### config.mk
export PLATFORM = sky130hd
export DESIGN_NAME = fault_event_logger
export DESIGN_NICKNAME = d
export VERILOG_FILES = /design/src/rtl/fault_event_logger.sv
export SDC_FILE = /design/constraint.sdc
export NUM_CORES = 1
export LEC_CHECK = 0
export ABC_AREA = 1
export CAP_MARGIN = 20
export CELL_PAD_IN_SITES_DETAIL_PLACEMENT = 2
export CELL_PAD_IN_SITES_GLOBAL_PLACEMENT = 2
export CORE_MARGIN = 2
export CORE_UTILIZATION = 40
export CTS_CLUSTER_SIZE = 40
export DETAILED_ROUTE_END_ITERATION = 10
export PLACE_DENSITY = 0.86
export SLEW_MARGIN = 5
export SYNTH_ARGS = -nofsm -noshare
export SYNTH_HDL_FRONTEND = slang
export SYNTH_SLANG_ARGS = --single-unit
### constraint.sdc
create_clock -name clk -period 7.09 [get_ports clk]
set_clock_uncertainty 0.2 [all_clocks]
set_input_delay 0.709 -clock clk [delete_from_list [all_inputs] [get_ports clk]]
set_output_delay 0.709 -clock clk [all_outputs]
set_load 0.01 [all_outputs]
### src/rtl/fault_event_logger.sv
// Result-side logger for fault_checker: saturating statistics, a FIFO of faulting records
// streamed over valid/ready, and a sticky escalation flag for repeated back-to-back faults.
module fault_event_logger #(
    parameter int unsigned FULL_NBITS  = 32,
    parameter int unsigned TRUNC_NBITS = 16,
    parameter int unsigned SCALE_W     = 7,
    parameter int unsigned DEPTH       = 8,
    parameter int unsigned CNT_W       = 16,
    parameter int unsigned FAULT_RUN   = 4
) (
    input  logic                     clk,
    input  logic                     rst_n,
    input  logic                     clear,
    input  logic                     in_valid,
    input  logic                     in_fault,
    input  logic                     in_mode,
    input  logic [FULL_NBITS-1:0]    in_true_sum,
    input  logic [TRUNC_NBITS-1:0]   in_used_sum,
    input  logic [SCALE_W-1:0]       in_true_scale,
    input  logic [SCALE_W-1:0]       in_used_scale,
    output logic                     rec_valid,
    input  logic                     rec_ready,
    output logic [CNT_W-1:0]         rec_seq,
    output logic                     rec_mode,
    output logic [FULL_NBITS-1:0]    rec_true_sum,
    output logic [TRUNC_NBITS-1:0]   rec_used_sum,
    output logic [SCALE_W:0]         rec_scale_diff,
    output logic [CNT_W-1:0]         total_cnt,
    output logic [CNT_W-1:0]         fault_cnt,
    output logic [CNT_W-1:0]         drop_cnt,
    output logic [$clog2(DEPTH):0]   fifo_level,
    output logic                     escalate
);
    localparam int unsigned AW = $clog2(DEPTH);
    localparam int unsigned LW = AW + 1;
    localparam logic [LW-1:0]    LVL_FULL = LW'(DEPTH);
    localparam logic [AW-1:0]    PTR_ONE  = AW'(1);
    localparam logic [CNT_W-1:0] CNT_ONE  = CNT_W'(1);
    localparam logic [7:0]       RUN_LIM  = 8'(FAULT_RUN);

    typedef enum logic [1:0] {StNormal, StArmed, StLocked} esc_state_e;

    logic [CNT_W-1:0]       seq_mem   [DEPTH];
    logic                   mode_mem  [DEPTH];
    logic [FULL_NBITS-1:0]  true_mem  [DEPTH];
    logic [TRUNC_NBITS-1:0] used_mem  [DEPTH];
    logic [SCALE_W:0]       diff_mem  [DEPTH];

    logic [AW-1:0] wr_ptr, rd_ptr;
    esc_state_e    state;
    logic [7:0]    run;

    logic             sample_fault, pop, full, push_ok, drop;
    logic [SCALE_W:0] scale_diff;

    always_comb begin
        sample_fault = in_valid & in_fault;
        pop          = rec_valid & rec_ready;
        full         = (fifo_level == LVL_FULL);
        // A full FIFO still accepts a push when the head leaves in the same cycle.
        push_ok      = sample_fault & (~full | pop);
        drop         = sample_fault & full & ~pop;
        scale_diff   = {in_true_scale[SCALE_W-1], in_true_scale}
                     - {in_used_scale[SCALE_W-1], in_used_scale};
    end

    assign rec_valid      = (fifo_level != '0);
    assign rec_seq        = rec_valid ? seq_mem[rd_ptr]  : '0;
    assign rec_mode       = rec_valid ? mode_mem[rd_ptr] : 1'b0;
    assign rec_true_sum   = rec_valid ? true_mem[rd_ptr] : '0;
    assign rec_used_sum   = rec_valid ? used_mem[rd_ptr] : '0;
    assign rec_scale_diff = rec_valid ? diff_mem[rd_ptr] : '0;

    always_ff @(posedge clk) begin
        if (push_ok && !clear) begin
            seq_mem[wr_ptr]  <= total_cnt;
            mode_mem[wr_ptr] <= in_mode;
            true_mem[wr_ptr] <= in_true_sum;
            used_mem[wr_ptr] <= in_used_sum;
            diff_mem[wr_ptr] <= scale_diff;
        end
    end

    always_ff @(posedge clk or negedge rst_n) begin
        if (!rst_n) begin
            total_cnt  <= '0;
            fault_cnt  <= '0;
            drop_cnt   <= '0;
            fifo_level <= '0;
            wr_ptr     <= '0;
            rd_ptr     <= '0;
        end else if (clear) begin
            total_cnt  <= '0;
            fault_cnt  <= '0;
            drop_cnt   <= '0;
            fifo_level <= '0;
            wr_ptr     <= '0;
            rd_ptr     <= '0;
        end else begin
            if (in_valid && total_cnt != '1) total_cnt <= total_cnt + CNT_ONE;
            if (sample_fault && fault_cnt != '1) fault_cnt <= fault_cnt + CNT_ONE;
            if (drop && drop_cnt != '1) drop_cnt <= drop_cnt + CNT_ONE;
            if (push_ok) wr_ptr <= wr_ptr + PTR_ONE;
            if (pop) rd_ptr <= rd_ptr + PTR_ONE;
            fifo_level <= fifo_level + LW'(push_ok) - LW'(pop);
        end
    end

    // Idle cycles neither advance nor break a fault run.
    always_ff @(posedge clk or negedge rst_n) begin
        if (!rst_n) begin
            state    <= StNormal;
            run      <= '0;
            escalate <= 1'b0;
        end else if (clear) begin
            state    <= StNormal;
            run      <= '0;
            escalate <= 1'b0;
        end else if (in_valid) begin
            unique case (state)
                StNormal: begin
                    if (in_fault) begin
                        run <= 8'd1;
                        if (RUN_LIM == 8'd1) begin
                            state    <= StLocked;
                            escalate <= 1'b1;
                        end else begin
                            state <= StArmed;
                        end
                    end
                end
                StArmed: begin
                    if (in_fault) begin
                        run <= run + 8'd1;
                        if (run + 8'd1 == RUN_LIM) begin
                            state    <= StLocked;
                            escalate <= 1'b1;
                        end
                    end else begin
                        run   <= '0;
                        state <= StNormal;
                    end
                end
                StLocked: escalate <= 1'b1;
                default: state <= StNormal;
            endcase
        end
    end

endmodule

-- Yosys cells after proc, flatten, opt, wreduce, memory -nomap -nowiden
Memory sizes are Yosys's and may differ from the RTL's.
Index checks and enable logic that the tools add are counted.
- $mul: 0
- divide/modulo/power cells: 0
- shifts and indexed selects: 0
- add/subtract/negate cells: 9
- bitwise operators: 8
- muxes and demuxes: 34
- magnitude comparators: 0
- eq/ne operators: 12
- reduce and logical (&&, ||, !) cells: 18
- operator list (cell ; count):
    two-way mux 16 bit ; 8
    adder 16 x 1 -> 16 bit, second input constant ; 3
    inequality test 16 bit, second input constant ; 3
    two-way mux 8 bit ; 5
    two-way mux 32 bit ; 1
    case mux 8 bit (2 select lines) ; 1
    two-way mux 3 bit ; 4
    nonzero test 2 bit ; 6
    two-way mux 2 bit ; 5
    inequality test 3 bit, second input constant ; 3
    adder 8 x 1 -> 8 bit, second input constant ; 1
    equality test 8 x 3 -> 1 bit, second input constant ; 1
    AND reduction 4 bit ; 2
    subtractor 7 x 7 -> 8 bit ; 1
    two-way mux 1 bit ; 7
    adder 3 x 1 -> 3 bit, second input constant ; 2
    case mux 2 bit (3 select lines) ; 1
    nonzero test 3 bit ; 2
    bitwise AND 1 bit ; 5
    adder 4 x 1 -> 4 bit ; 1
    equality test 4 bit, second input constant ; 1
    logical AND 1 bit ; 4
    two-way mux 4 bit ; 1
    inequality test 4 bit, second input constant ; 1
    other kinds (11) ; 12
- output and inout bits: 127
- bits in read-only memories: 0
- RAM bits: 584
- register bits after elaboration: 69
- memories: 5
- latch bits: 0
- word-level logic and storage cells: 95
- memory list (memory ; depth ; width ; rd ports ; clocked after memory_dff ; wr ports ; line ; text):
    true_mem ; 8 ; 32 ; 1 ; 0 ; 1 ; 45 ; logic [FULL_NBITS-1:0] true_mem [DEPTH];
    seq_mem ; 8 ; 16 ; 1 ; 0 ; 1 ; 43 ; logic [CNT_W-1:0] seq_mem [DEPTH];
    used_mem ; 8 ; 16 ; 1 ; 0 ; 1 ; 46 ; logic [TRUNC_NBITS-1:0] used_mem [DEPTH];
    diff_mem ; 8 ; 8 ; 1 ; 0 ; 1 ; 47 ; logic [SCALE_W:0] diff_mem [DEPTH];
    mode_mem ; 8 ; 1 ; 1 ; 0 ; 1 ; 44 ; logic mode_mem [DEPTH];

-- Depth between registers and ports, before layout
Gate-level depths: netlist of the first run.
- depth in word-level cells: 7
- gate-level depth with buffers: 14

-- Worst setup path before layout of the first run
OpenSTA, ideal clock, no wires.
- kind: reg-to-reg
- start: reg fifo_level[2]
- end: mem diff_mem[0][0] (netlist bit) (enable)
- path buffers: 0
- arrival time: 4.516 ns
- path slack: 1.869 ns
- stages on the path, launching flop included: 12
- cell sequence: dfrtp_1 inv_1 ha_1 nand2_2 nand2_2 nand3_1 inv_1 nor2_1 inv_1 nor2_1 nand2_1 nor2_1
- word-level cells in the longest chain between the ends: 7
- elaborated cells between the ends (all ways): 9
- RTL lines (element ; line ; text):
    from (decl) ; 31 ; output logic [$clog2(DEPTH):0] fifo_level,
    from (signal assigned) ; 105 ; fifo_level <= fifo_level + LW'(push_ok) - LW'(pop);
    nonzero test 4 bit / equality test 4 bit (equally long branches) ; 67, 59 ;
    bitwise AND 1 bit / inverter 1 bit (equally long branches) ; 58, 61 ;
    OR 1 bit * ; 61 ; push_ok = sample_fault & (~full | pop);
    bitwise AND 1 bit * ; 61 ;
    logical AND 1 bit * ; 75 ; if (push_ok && !clear) begin
    two-way mux 1 bit * ; 75 ;
    two-way mux 1 bit (implied by the code) * ; 80 ; diff_mem[wr_ptr] <= scale_diff;
    to (decl) ; 47 ;
Mark *: on every way between the ends. The rest lies on a longest branch, timed or not.

-- Final worst setup path of the first run
- start: reg rd_ptr[0]
- end: out rec_used_sum[15]
- word-level cells in the longest chain between the ends: 2
- RTL lines (element ; line ; text):
    from (decl) ; 49 ; logic [AW-1:0] wr_ptr, rd_ptr;
    from (signal assigned) ; 104 ; if (pop) rd_ptr <= rd_ptr + PTR_ONE;
    memory read (8 x 16 bit) ; - ;
    two-way mux 16 bit ; 71 ; assign rec_used_sum = rec_valid ? used_mem[rd_ptr] : '0;
    to (decl) ; 26 ; output logic [TRUNC_NBITS-1:0] rec_used_sum,
Every way passes these cells.

==> results.cfg, run 1 <==
[power_and_ir_drop]
p_per_area_mw_per_mm2 = 354.1
finalPower_mw = 11.45
p_leak_nw = 11.12
ir_drop_mv = 0.3301

[synth]
yosys_warnings = 0
syn_avg_cell_area_um2 = 11.99
synth_cell_types = 44
async_flop_share_pct = 10.57
seq_area_frac_synth_pct = 70.82
synthCells = 2269
yosysTopAreaCellShare_pct = 64.47
ys_ff_latch = 653
synth.most_common_cell = nor2_1
yosysTopAreaCell = edfxtp_1
synth_nets = 2359
synth_common_cells = 662 x nor2_1, 584 x edfxtp_1, 213 x o21ai_0
synth_edf_count = 584
ys_top_cells_by_area = edfxtp_1 64%, nor2_1 9.1%, dfrtp_1 6.3%
netlist_area_mm2 = 0.02720
ys.flop_type = edfxtp_1

[route]
met1_length_um = 38740
drtAntennaViolNets = 0
drt_iter0_drc = 1509
vias_per_cell = 5.818
drc = 0
wl_per_cell_um = 29.07
wl_met3_um = 5165
wirelength_um = 97960
top_layer = met5
dr_total_vias = 19608
dr.pass1.iters = 5
wl_met2_um = 51020

[timing]
fmax_mhz = 199.7
setup_ws_ns = 2.082
worstMarginPinSlew_ns = 1.296
drv_slew = 0
finalSetupViolCount = 0
min_period_over_period_pct = 70.64
post-route-min-period_ns = 5.008
setup_tns_ns = 0
slew_headroom_pct = 13.62
hold_violations = 0
rsz0062_at_grt = false

[worst_setup_path]
path_class = reg2out
cp_slowest_cell = inv_8
crit_path_max_fanout = 165
r2r-end = seq_mem[1][10]
end_kind = output port
path_buf_inv = 3
crit_chain = inv_8, buf_4, nor2_1, o32ai_1, nor2_1, nor2_1, clkdlybuf4s50_1
cp-start-kind = register
cpMostUsedCell = nor2_1
cp_top_family = buffers and inverters
r2r_cells = 12
crit_arrival_ns = 4.10
cp.required_ns = 6.18
r2r-start = fifo_level[2]
critPathMaxStageDelay_ns = 0.64
r2r_setup_slack_ns = 2.58

[cts]
cts_buffers = 72
cts_tree = done
root_buffer = clkbuf_16
clockBufferDepth = 3
cts_setup_buffers = 0
htreeDepth = 3
cts_resized = 0
clkTransAtPathRegs_ns = 0.06
clock_latency_ns = 0.62
cts_sinks = 653
hold_buffers = 0

[finish]
finalNonFillerCells = 3370
multiInputGateArea_mm2 = 0.007068
drive_gt1_share_pct = 6.899
n_fill_cell = 6565
ff_latch_area_mm2 = 0.01927
final_nets = 2526
final_area_mm2 = 0.03234
area_growth_syn_to_layout_pct = 18.90

[die]
die_area_mm2 = 0.07011
initial_utilization_pct = 40.43
die_h_um = 264.8
coreArea_mm2 = 0.06728
num_io_pins = 196
rows = 95
chipWidth_um = 264.8

[grt]
track_usage_pct = 27.63
grt_pass1_vias = 22569
grt_overflow = 0
antenna_found_initial = 10
grt_max_degree = 277
grt_pass1_wl_um = 145000

[placed_design]
place_congestion = 0.8228
place_ws_ns = 2.690
hpwl_um = 53720
dp.cells = 3235
placed_cell_area_mm2 = 0.02998
port_buffers = 195

[job]
drv_cap = 0

[outcome]
status = finished clean

[worst_hold_path]
hold_class = in2async
==> cell usage in the layout (no fill, tap or decap), types with 43 or more instances in the layout <==
cell type,instances
o21ai_0,213
nand2_1,153
dfrtp_1,66
clkdlybuf4s50_1,194
nand3_1,43
o21ai_1,48
edfxtp_1,584
o32ai_1,146
inv_1,74
clkbuf_16,74
nor2_1,654
==> routing by layer <==
layer  track usage [%]  vias up
li1                  -     8502
met1             32.98    10332
met2             49.13      588
met3             5.314      176
met4             11.04       10
met5                 0        -
==> kinds of logic (layout without fill, tap and decap cells) <==
kind of cell             count (synthesis)  count (layout)  share of synthesized area, %
flip-flops                             653             653                         70.82
XOR/XNOR                                23              23                        0.7406
adder cells (fa/ha/maj)                 21              21                         1.021
AO/OA/AOI/OAI                          445             445                         10.49
other                                    0               4                             0
buffers and inverters                  210             434                         3.418
AND/OR/NAND/NOR                        917             917                         13.51
==> power by group <==
part / internal (mW) / leakage [nW] / total (mW) / switching (mW)
logic: 1.17 / 3.64 / 3.24 / 2.07
clock network: 2.21 / 1.15 / 3.88 / 1.67
registers: 4.27 / 6.32 / 4.34 / 0.0698
total: 7.64 / 11.1 / 11.5 / 3.81
==> cell type report <==
type	count	share of cell area, %
clock inverter	40	1.300
multi-input combinational	1406	21.85
tap	873	3.377
inverter	81	0.9865
timing repair buffer	222	6.878
antenna	4	0.03095
sequential	653	59.59
clock buffer	91	5.985
==> worst max-delay path by stage <==
stage	start	endpoint	slack (ns)	cells after the start
floorplan	fifo_level[2]	diff_mem[0][0]	1.87	11
global placement	fifo_level[2]	true_mem[7][10]	2.88	12
CTS	rd_ptr[0]	rec_used_sum[15]	2.00	7
global route	rd_ptr[0]	rec_used_sum[15]	1.93	7
finish	rd_ptr[0]	rec_used_sum[15]	2.08	7
detailed placement	fifo_level[2]	used_mem[4][5]	2.69	12
==> sequential cells by signal, summed over array words and instances (netlist names), 2 cells and up <==
register	flops
fault_cnt	16
mode_mem	8
rd_ptr	3
fifo_level	4
diff_mem	64
run	8
drop_cnt	16
seq_mem	128
true_mem	256
wr_ptr	3
used_mem	128
total_cnt	16
state	2
==> metrics by stage <==
step | util, % | hold WS [ns]
floorplan | - | 0.2134
global placement | 44.56 | 0.3101
detailed placement | 44.56 | 0.3397
CTS | 48.06 | 0.1561
global route | 48.07 | 0.2046
finish | 48.07 | 0.1213
Power figures use the tool's default switching activity.
==> run 2: changes to the inputs <==
==> constraint.sdc (replaced) <==
create_clock -name clk -period 4.84 [get_ports clk]
set_clock_uncertainty 0.2 [all_clocks]
set_input_delay 0.484 -clock clk [delete_from_list [all_inputs] [get_ports clk]]
set_output_delay 0.484 -clock clk [all_outputs]
set_load 0.01 [all_outputs]
==> run 2 against run 1 <==
Sequential share of layout area fell by 0.13 points. Final cell count rose by 0.18%. Design area rose by 0.22%. Via count rose by 0.27%. Combinational power rose by 45%. Hold slack improved by 0.19 ns. Count of clock-buffer cells in the layout rose by 7. Sequential power rose by 48%. Non-clock buffer count rose by 8. First-iteration DRC count fell by 5.4%. Core utilization rose by 0.11 points. Highest routed layer unchanged. Routed wire length fell by 2.7%.
==> results.cfg, run 2 (synthesis gave the netlist of run 1 again) <==
[job]
drv_cap = 0

[grt]
grt_pass1_vias = 22229
grt_max_degree = 98
grt_pass1_wl_um = 142900
track_usage_pct = 27.17
antenna_found_initial = 10
grt_overflow = 0

[die]
rows = 95
die_h_um = 264.8
num_io_pins = 196
coreArea_mm2 = 0.06728
initial_utilization_pct = 40.43
die_area_mm2 = 0.07011
chipWidth_um = 264.8

[power_and_ir_drop]
ir_drop_mv = 0.2983
p_leak_nw = 11.13
p_per_area_mw_per_mm2 = 511.6
finalPower_mw = 16.58

[worst_setup_path]
cp.required_ns = 4.16
crit_chain = buf_4, nor2_1, o32ai_1, nor2_1, nor2_1, clkdlybuf4s50_1
r2r-start = fifo_level[2]
r2r-end = seq_mem[3][10]
cp-start-kind = register
crit_path_max_fanout = 76
cp-startpoint = rd_ptr[0]
cpMostUsedCell = nor2_1
crit_arrival_ns = 3.95
r2r_setup_slack_ns = 1.50
path_class = reg2out
critPathMaxStageDelay_ns = 0.86
end_kind = output port
r2r_cells = 12
crit_path_end = rec_seq[7]
cp_slowest_cell = dfrtp_4

[timing]
worstMarginPinSlew_ns = 0.9229
hold_ws_ns = 0.3098
rsz0062_at_grt = false
setup_tns_ns = 0
slew_headroom_pct = 38.47
finalSetupViolCount = 0
fmax_mhz = 215.8
post-route-min-period_ns = 4.634
min_period_over_period_pct = 95.75
drv_slew = 0
hold_violations = 0

[finish]
final_nets = 2535
regMostFlops = true_mem
final_area_mm2 = 0.03241
mostFrequentLayoutCell = nor2_1
ff_latch_area_mm2 = 0.01927
multiInputGateArea_mm2 = 0.007068
largestRegisters = true_mem (256), seq_mem (128), used_mem (128)
n_fill_cell = 6512
largest_reg_flops = 256
area_growth_syn_to_layout_pct = 19.17
mostFrequentLayoutCells = 654 x nor2_1, 584 x edfxtp_1, 213 x o21ai_0
drive_gt1_share_pct = 6.763

[cts]
clock_latency_ns = 0.62
cts_buffers = 73
root_buffer = clkbuf_16
clkTransAtPathRegs_ns = 0.06
htreeDepth = 3
cts_resized = 0
cts_sinks = 653
cts_setup_buffers = 0
cts_tree = done
clockBufferDepth = 3

[route]
drt_iter0_drc = 1427
drc = 0
dr.pass1.iters = 5
drtAntennaViolNets = 0
dr_total_vias = 19661
wl_per_cell_um = 28.23
wirelength_um = 95300
vias_per_cell = 5.824

[placed_design]
port_buffers = 195
placed_cell_area_mm2 = 0.03015
place_congestion = 0.7754
hpwl_um = 52390

[worst_hold_path]
hold_start = escalate
hold_class = reg2reg

[outcome]
status = finished clean
==> run 2: worst min path at each step <==
stage	end	slack [ns]	cells after the start
2_1_floorplan	drop_cnt[0]	-0.01	0
3_3_place_gp	escalate	0.26	2
3_5_place_dp	escalate	0.30	2
4_1_cts	rd_ptr[0]	0.31	3
5_1_grt	escalate	0.35	2
6_report	escalate	0.31	2
==> run 2: per-stage QoR <==
stage / worst slack, ns / cells / utilization, %
5_1_grt: 0.05395 / 3373 / 48.17
2_1_floorplan: -0.3808 / 2269 / -
6_report: 0.2056 / 3376 / 48.18
3_5_place_dp: 0.9947 / 3242 / 44.82
4_1_cts: 0.1766 / 3372 / 48.17
3_3_place_gp: 1.198 / 3242 / 44.82
==> run 2: what timing repair did <==
item,in CTS,in global routing
endpoints found under the hold margin,34,0
setup endpoints to repair,0,0
hold buffers,1,0
==> run 2: final cells by class <==
class	instances	area share, %
Clock buffer	98	6.087
Inverter	81	0.9843
Multi-Input combinational cell	1406	21.80
Tap cell	873	3.370
Clock inverter	31	0.8260
Sequential cell	653	59.45
Antenna cell	4	0.03088
Timing Repair Buffer	230	7.442
==> run 2: where the power goes <==
group	switching [mW]	internal [mW]	total, mW
registers	0.187	6.25	6.43
clock network	2.41	3.04	5.45
logic	2.95	1.75	4.70
==> run 2: routing by layer <==
| metal | vias up | GRT usage, % | part of all wire, % |
|---|---|---|---|
| li1 | 8534 | - | - |
| met1 | 10307 | 33.06 | 40 |
| met2 | 613 | 47.84 | 51 |
| met3 | 195 | 5.657 | 5.4 |
| met4 | 12 | 9.635 | 3.3 |
| met5 | - | 0 | 0.090 |
==> run 2: critical path: cells and delay by family, from the launching register on <==
| kind | cells | cell delay [ns] |
|---|---|---|
| AO/OA/AOI/OAI | 1 | 0.46 |
| buffers and inverters | 2 | 1.38 |
| flip-flops | 1 | 0.86 |
| AND/OR/NAND/NOR | 3 | 0.61 |
